`src/rtl/ifetch_unit.sv`:
```
// Instruction-fetch front end: holds the PC, fetches words over a req/ready
// handshake, presents them to the decoder and resolves the next PC on acceptance.
module ifetch_unit #(
  parameter logic [31:0] RESET_PC = 32'h0000_3000
) (
  input  logic        clk,
  input  logic        rst_n,
  output logic        imem_req,
  output logic [31:0] imem_addr,
  input  logic        imem_ready,
  input  logic [31:0] imem_rdata,
  output logic        instr_valid,
  input  logic        instr_ready,
  output logic [31:0] instr,
  output logic [5:0]  opcode,
  output logic [5:0]  funct,
  output logic [31:0] pc_out,
  input  logic        jump,
  input  logic        branch,
  input  logic        zero,
  output logic [31:0] retired
);

  typedef enum logic [1:0] {S_START, S_FETCH, S_HOLD} state_e;

  state_e      state_q;
  logic [31:0] pc_q;
  logic [31:0] pcOut_q;
  logic [31:0] instr_q;
  logic [31:0] retired_q;
  logic [31:0] pcPlus4;
  logic [31:0] jumpTarget;
  logic [31:0] branchTarget;
  logic [31:0] pc_d;

  // Next PC is resolved from the held instruction; jump outranks a taken branch.
  always_comb begin
    pcPlus4      = pcOut_q + 32'd4;
    jumpTarget   = {pcPlus4[31:28], instr_q[25:0], 2'b00};
    branchTarget = pcPlus4 + {{14{instr_q[15]}}, instr_q[15:0], 2'b00};
    pc_d         = pcPlus4;
    if (jump) begin
      pc_d = jumpTarget;
    end else if (branch && zero) begin
      pc_d = branchTarget;
    end
  end

  always_ff @(posedge clk or negedge rst_n) begin
    if (!rst_n) begin
      state_q   <= S_START;
      pc_q      <= {RESET_PC[31:2], 2'b00};
      pcOut_q   <= {RESET_PC[31:2], 2'b00};
      instr_q   <= 32'd0;
      retired_q <= 32'd0;
    end else begin
      case (state_q)
        S_START: state_q <= S_FETCH;
        S_FETCH: begin
          if (imem_ready) begin
            instr_q <= imem_rdata;
            pcOut_q <= pc_q;
            state_q <= S_HOLD;
          end
        end
        S_HOLD: begin
          if (instr_ready) begin
            retired_q <= retired_q + 32'd1;
            pc_q      <= pc_d;
            state_q   <= S_FETCH;
          end
        end
        default: state_q <= S_START;
      endcase
    end
  end

  assign imem_req    = (state_q == S_FETCH);
  assign instr_valid = (state_q == S_HOLD);
  assign imem_addr   = pc_q;
  assign instr       = instr_q;
  assign opcode      = instr_q[31:26];
  assign funct       = instr_q[5:0];
  assign pc_out      = pcOut_q;
  assign retired     = retired_q;

endmodule

```
`config.mk`:
```
export PLATFORM = sky130hd
export DESIGN_NAME = ifetch_unit
export DESIGN_NICKNAME = d
export VERILOG_FILES = /design/src/rtl/ifetch_unit.sv
export SDC_FILE = /design/constraint.sdc
export NUM_CORES = 1
export LEC_CHECK = 0
export CORE_MARGIN = 2
export CORE_UTILIZATION = 40
export CTS_BUF_LIST = sky130_fd_sc_hd__clkbuf_16
export CTS_CLUSTER_SIZE = 8
export DETAILED_ROUTE_END_ITERATION = 8
export GPL_ROUTABILITY_DRIVEN = 0
export PLACE_DENSITY = 0.66
export SYNTH_ARGS = -nofsm -noshare
export SYNTH_HDL_FRONTEND = slang
export SYNTH_SLANG_ARGS = --single-unit
```
`constraint.sdc`:
```
create_clock -name clk -period 7.1 [get_ports clk]
set_clock_uncertainty 0.15 [all_clocks]
set_input_delay 1.42 -clock clk [delete_from_list [all_inputs] [get_ports clk]]
set_output_delay 1.42 -clock clk [all_outputs]
set_load 0.01 [all_outputs]
```
==> run metrics <==
status=complete, no violations; post-CTS setup buffer count=0; Worst Path Required=7.26 ns; cells resized by post-CTS repair=0; Syn Nets=867; Worst-Skew Late Latency=0.43 ns; main flop type after synthesis=dfrtp_1; Hold Startpoint=retired[31]$_DFFE_PN0P_; most frequent cells in the layout=179 x clkdlybuf4s50_1, 126 x dfrtp_1, 80 x nand2_1, 64 x mux2_2, 59 x xnor2_1; WP buf/inv=0; # hold bufs at CTS=0; fraction of layout cells with a size suffix above 1=12.47%; Ant. Diodes=0; Num CTS Buffers=17; CP peak stage delay=0.64 ns; commonest non-fill, non-tap cell in the layout=clkdlybuf4s50_1; Mapped Area=0.007785 mm²; total grt overflow=0; Hold Path Class=reg -> reg; final count of hold timing violations=0; post-DR vias/cell=5.431; DRT Pass-1 Iters=5; CTS clk-pin slew, worst paths=0.06 ns; vias in the first global route=6,329; slowest library cell on the worst path=nor4_2; fin crit period=4.458 ns; initial drt markers=488; Netlist cell types=61; DRT antenna net count=0; maximum clock rate=224.3 MHz; gr usage total=21.83%; most frequent CP cell=a221o_1; chip height=143.5 µm; Die Wd=143.5 µm; reg2reg end=imem_addr[31]$_DFFE_PN0P_; DP HPWL=16,000 µm; Reg2Reg Depth=14; IO Pins=181; worst-margin pin slew=0.9397 ns; Lkg Pwr=4.461 nW; post-synthesis cell count=789; fin nets=1,027; maxcap violations=0; setup_tns=0 ns; starting density of the core=40.40%; worst relative slew slack=37.17%; Synth warnings=0; cell count of the worst hold path=1; Reg2Reg Setup Slack=2.64 ns; final worst path period share=62.78%; Final Setup Violations=0; CTS tree=built; Place WS=2.693 ns; WL final=22,150 µm; DRC errors left=0; I/O Buffers=180; Layout Cells excl Fill=1,227; RSZ-0062 raised after global routing=false; syn avg cell area=9.867 µm²; maximum vdd drop=222.4 µV; final instance area=0.01031 mm²; Placement Cell Area=0.009742 mm²; Worst setup EP type=flop; PnR worst setup slack=2.642 ns; crit path DAT=4.62 ns; largest net degree at the start of global routing=68; Hold Path End=retired[31]$_DFFE_PN0P_; Avg WL per Cell=18.05 µm; Area growth syn-to-layout=32.48%; Final Core Density=53.52%; core area=0.01927 mm²; H-tree depth=4; Clk Tree Root Cell=clkbuf_16; Post-Place Cells=1,195; CP max FO=7; #FFs+latches synth=130; number of core rows=51; number of flops mapped to enable cells by yosys=0; sequential-to-total area share from yosys stat=41.85%; initial antenna violation count=1; full die area=0.02059 mm²; Sink Count=130; vias=6,664; CP Launch Type=flop; async set-reset flop share out of synthesis=100.0%; P per Cell Area=474.2 mW/mm²; max-slew violations=0; cell family with most CP delay=simple AND/OR/NAND/NOR gates; CP cell instances=nand4_1 > nor4_2 > and2_1 > nand3_1 > xnor2_1 > ha_1 > a21o_1 > a21oi_2 > o21bai_1 > a221o_1 > a311oi_2 > nor2_1 > mux4_2 > a221o_1; Setup Crit Path Kind=reg -> reg; wire length of the first global-routing pass=34,920 µm; FF-to-FF Start=pc_out[4]$_DFFE_PN0P_; clk buf depth=2
[Yosys cell counts (19+ instances only)]
library cell	n	area [µm²]
a21oi_1	42	210.2
and3_1	20	125.1
clkbuf_1	30	112.6
dfrtp_1	126	3153
ha_1	38	475.5
mux2_2	64	720.7
nand2_1	81	304.0
nand3_1	37	185.2
nor2_1	54	202.7
o21ai_0	31	155.2
xnor2_1	59	516.8
xor2_1	19	166.4
[cell type report]
| cell class | instances | area [µm²] |
|---|---|---|
| Inverter | 12 | 45.04 |
| Sequential cell | 130 | 3258 |
| Tap cell | 265 | 331.6 |
| Fill cell | 1750 | 8957 |
| Timing Repair Buffer | 185 | 1841 |
| Clock buffer | 17 | 425.4 |
| Clock inverter | 15 | 146.4 |
| Multi-Input combinational cell | 603 | 4267 |
[worst max path at each step]
| stage | startpoint | end | slack [ns] | depth (start not counted) |
|---|---|---|---|---|
| 3_5_place_dp | pc_out[4]$_DFFE_PN0P_ | imem_addr[31]$_DFFE_PN0P_ | 2.69 | 14 |
| 5_1_grt | pc_out[4]$_DFFE_PN0P_ | imem_addr[31]$_DFFE_PN0P_ | 2.44 | 13 |
| 6_report | pc_out[4]$_DFFE_PN0P_ | imem_addr[31]$_DFFE_PN0P_ | 2.64 | 14 |
| 3_3_place_gp | pc_out[4]$_DFFE_PN0P_ | imem_addr[31]$_DFFE_PN0P_ | 2.74 | 14 |
| 4_1_cts | pc_out[4]$_DFFE_PN0P_ | imem_addr[31]$_DFFE_PN0P_ | 2.66 | 14 |
| 2_1_floorplan | pc_out[4]$_DFFE_PN0P_ | imem_addr[31]$_DFFE_PN0P_ | 3.24 | 14 |
[flip-flops by register name, indices dropped and copies added (netlist names)]
name       cells
instr         32
imem_addr     32
state_q        2
pc_out        32
retired       32
[report_power, final]
| part | switching, mW | internal (mW) |
|---|---|---|
| registers | 0.319 | 1.01 |
| logic | 1.33 | 1.36 |
| clock network | 0.377 | 0.492 |
[worst register-to-register path: cells and delay by family, from the launching register on]
kind	cells	cell delay, ns
AOI/OAI and AO/OA	6	1.33
DFF	1	0.47
adders and majority gates	1	0.30
xor gates and xnor gates	1	0.21
muxes	1	0.42
and+or+nand+nor	5	1.47
[logic make-up after synthesis]
group,Yosys count,synth area share [%]
and+or+nand+nor,249,15.17
adders and majority gates,39,6.365
xor gates and xnor gates,78,8.775
DFF,130,41.85
muxes,69,10.06
buffers and inverters,56,3.375
AOI/OAI and AO/OA,168,14.40
[per-stage QoR]
stage          hold slack [ns]  total power, mW
6_report                0.3354            4.890
5_1_grt                 0.3553            5.223
4_1_cts                 0.3432            4.900
3_5_place_dp            0.3323            4.004
3_3_place_gp            0.3243            4.004
2_1_floorplan           0.3136            2.995
[layer usage]
layer | GRT usage [%] | routed length (µm) | vias up
met2 | 35.31 | 10530 | 235
met3 | 4.499 | 1415 | 44
met5 | 0 | 13 | -
met1 | 29.14 | 9600 | 3219
li1 | - | - | 3164
met4 | 7.637 | 591 | 2
No activity file was read; power rests on OpenSTA's default activity.
==> RTL edit 1 (same flow settings) <==
The 3 states of `state_e` get a one-hot encoding in 3 bits.
--- a/src/rtl/ifetch_unit.sv
+++ b/src/rtl/ifetch_unit.sv
@@ -22,5 +22,5 @@
 );
 
-  typedef enum logic [1:0] {S_START, S_FETCH, S_HOLD} state_e;
+  typedef enum logic [2:0] {S_START = 3'b001, S_FETCH = 3'b010, S_HOLD = 3'b100} state_e;
 
   state_e      state_q;
Behaviour: same outputs for any inputs over 4 cycles, from zero or initial values and one cycle with rst_n low; so few cycles prove little.
==> RTL edit 1 against the original RTL <==
- sequential cell count rose by 1
- fmax grew 1.2%
- power shrank 7.2%
- via count decreased by 2.5%
- combinational power shrank 13%
- critical endpoint is now imem_addr[26]
- worst setup slack improved by 0.053 ns
- design area barely moved
- wire length fell by 7.4%
- synthesized area increased by 0.16%
- clock power rose by 0.8%
==> RTL edit 1: results <==
{
  "slowest_delay_ns": 0.45,
  "drt_iter0_drc": 311,
  "syn2layout_area_growth_pct": 32.4,
  "synthMuxAreaShare_pct": 9.34,
  "n_all_buffers": 182,
  "hold_depth": 1,
  "multiInputCombCellCount": 589,
  "ys_top_cells_by_count": "dfrtp_1, nand2_1, mux2_2",
  "reg2reg_slack_ns": 2.70,
  "status": "finished, final reports clean",
  "dr.max_layer_used": "met4",
  "power_frac_clock_pct": 19.3,
  "cts_setup_buffers": 0,
  "ys_types": 70,
  "clkCellAreaFrac_pct": 5.66,
  "grtUsageMet1_pct": 28.8,
  "grt_pass1_vias": 6331,
  "multi_input_area_um2": 4250,
  "worst_path_max_delay_cell": "dfrtp_1",
  "grtUsageTotal_pct": 20.4,
  "r2r_cells": 15,
  "wl_met2_mm": 9.00,
  "yosysSeqAreaShare_pct": 42.1,
  "seqCellArea_um2": 3280,
  "drive_gt1_share_pct": 13.2,
  "crit_arrival_ns": 4.56,
  "place_area_um2": 9740,
  "worst_pin_slew_ns": 1.02,
  "seq_cell_count": 131,
  "cp_top_family": "compound AO/OA/AOI/OAI gates",
  "leakage_nw": 4.52,
  "grt_max_degree": 74,
  "use_met3_pct": 4.70,
  "ir_worst_vdd_v": 0.000237,
  "synthTopCellsByArea": "dfrtp_1, mux2_2, xnor2_1, ha_1, nand2_1",
  "num-fill-cells": 1744,
  "synth_compound_area_share_pct": 14.6,
  "synthAdderAreaFrac_pct": 6.35,
  "vias": 6495,
  "m1WireLength_mm": 10.0,
  "antenna_found_initial": 0,
  "reg2reg_to": "imem_addr[26]",
  "grt_pass1_wl_mm": 33.3,
  "p_int_mw": 2.75,
  "hp-start": "retired[31]",
  "pg_comb_mw": 2.33,
  "final_nets": 1012,
  "buffer_area_share_pct": 17.6,
  "synth_nets": 852,
  "comb_power_share_pct": 51.4,
  "wl_met3_mm": 1.18,
  "dp_hpwl_mm": 14.7,
  "min_path_type": "register to register",
  "inv_count": 13,
  "synth_xor_area_share_pct": 8.87,
  "wirelength_mm": 20.5,
  "met2_usage_pct": 31.3,
  "syn-cell-area_um2": 7800
}
-- RTL edit 1: per-stage QoR --
| step | setup WS [ns] | hold slack, ns | instances | util [%] |
|---|---|---|---|---|
| floorplan | 3.27 | 0.336 | 774 | - |
| global placement | 2.64 | 0.315 | 1180 | 50.5 |
| detailed placement | 2.48 | 0.324 | 1180 | 50.5 |
| CTS | 2.70 | 0.333 | 1212 | 53.6 |
| global route | 2.41 | 0.352 | 1212 | 53.6 |
| finish | 2.70 | 0.331 | 1212 | 53.6 |
-- RTL edit 1: worst register-to-register path: stages (launching register included) --
cell     delay, ns
dfrtp_1       0.45
and4_1        0.30
and4_1        0.30
nand3_1       0.23
nor2_2        0.39
nand3_1       0.15
xnor2_1       0.28
ha_1          0.33
a21oi_1       0.19
o21ai_1       0.11
a221o_1       0.31
a221o_1       0.33
a41oi_2       0.18
xor2_1        0.17
a21oi_1       0.09
a221o_1       0.32
==> RTL edit 2 (same flow settings) <==
Made on the original files. Set the parameter `RESET_PC` to 32'h00002000 (it was 32'h0000_3000).
--- a/src/rtl/ifetch_unit.sv
+++ b/src/rtl/ifetch_unit.sv
@@ -2,5 +2,5 @@
 // handshake, presents them to the decoder and resolves the next PC on acceptance.
 module ifetch_unit #(
-  parameter logic [31:0] RESET_PC = 32'h0000_3000
+  parameter logic [31:0] RESET_PC = 32'h00002000
 ) (
   input  logic        clk,
Formal check against the unedited RTL: not equivalent (a bounded check fails within 4 cycles, from zero or initial values and one cycle with rst_n low).
==> RTL edit 2 against the original RTL <==
- critical path depth unchanged
- sequential cell count unchanged
- synthesized area about the same
- worst setup slack worse by 0.027 ns
- wire length down 0.91%
- cell count about the same
- design area up 0.15%
- synthesized cell count unchanged
- via count down 1.7%
- power up 0.30%
==> RTL edit 2: results <==
{
  "synth_nets": 867,
  "slowest_delay_ns": 0.60,
  "dp_hpwl_mm": 15.8,
  "yosysMostFrequentCell": "dfrtp_1",
  "numCtsBuffers": 17,
  "ir_worst_vdd_v": 0.000247,
  "yosysSeqAreaShare_pct": 41.8,
  "ys_top_cells_by_count": "dfrtp_1, nand2_1, mux2_2",
  "wirelength_mm": 21.9,
  "drive_gt1_share_pct": 12.2,
  "grt_pass1_wl_mm": 35.1,
  "grtUsageTotal_pct": 22.1,
  "status": "finished, final reports clean",
  "grtUsageMet1_pct": 30.8,
  "grt_pass1_vias": 6342,
  "place_area_um2": 9730,
  "first_pass_iters": 5,
  "cts_resized": 0,
  "synthTopCellsByArea": "dfrtp_1, mux2_2, xnor2_1, ha_1, nand2_1",
  "drt_iter0_drc": 404,
  "crit_fanout": 7,
  "hold_viol": 0,
  "vias": 6550,
  "relSlewSlack_pct": 28.7,
  "cp_top_family": "simple AND/OR/NAND/NOR gates",
  "num-fill-cells": 1772,
  "crit_arrival_ns": 4.65,
  "grt_max_degree": 71,
  "leakage_nw": 4.48,
  "cts_root_buffer": "clkbuf_16",
  "final_nets": 1026,
  "antenna_found_initial": 0,
  "use_met3_pct": 5.53,
  "met2_usage_pct": 33.8,
  "place_ws_ns": 2.71,
  "ys_warn_count": 0
}
## RTL edit 2: path summary, 6_finish.rpt
path	start	to	slack, ns	cells after the start
max in group asynchronous	rst_n	pc_out[26]	4.74	2
min	retired[8]	retired[8]	0.33	1
max reg2reg	pc_out[4]	imem_addr[31]	2.62	14
min in group asynchronous	rst_n	instr[5]	0.85	1
min reg2reg	retired[8]	retired[8]	0.33	1
max	pc_out[4]	imem_addr[31]	2.62	14
## RTL edit 2: kinds of logic after synthesis
family          share of synthesized area [%]
fa+ha+maj                                6.37
mux                                      10.1
simple gates                             15.2
buf+inv                                  3.38
compound gates                           14.4
xor+xnor                                 8.78
flops                                    41.8
## RTL edit 2: through the flow
step,std cells,util [%]
after floorplan,789,-
after global placement,1194,50.5
after detailed placement,1194,50.5
after CTS,1226,53.6
after global routing,1226,53.6
final,1226,53.6
## RTL edit 2: layout make-up
class / count / area, um2 / share of cell area, %
multi-input cells: 603 / 4270 / 41.3
flip-flops and latches: 130 / 3260 / 31.5
inverters: 12 / 45.0 / 0.436
repair buffers: 184 / 1830 / 17.7
well taps: 265 / 332 / 3.21
clock inverters: 15 / 171 / 1.66
clock buffers: 17 / 425 / 4.12
## RTL edit 2: routing by layer
layer / vias to the layer above / share of wire [%]
li1: 3161 / -
met1: 3155 / 46
met2: 206 / 46
met3: 28 / 5.8
met4: 0 / 2.2
met5: - / 0
## RTL edit 2: report_power, final
group	switching (mW)	internal, mW	total [mW]	leakage [nW]
Combinational	1.31	1.36	2.67	2.54
Sequential	0.340	1.00	1.34	1.65
Clock	0.368	0.528	0.896	0.292
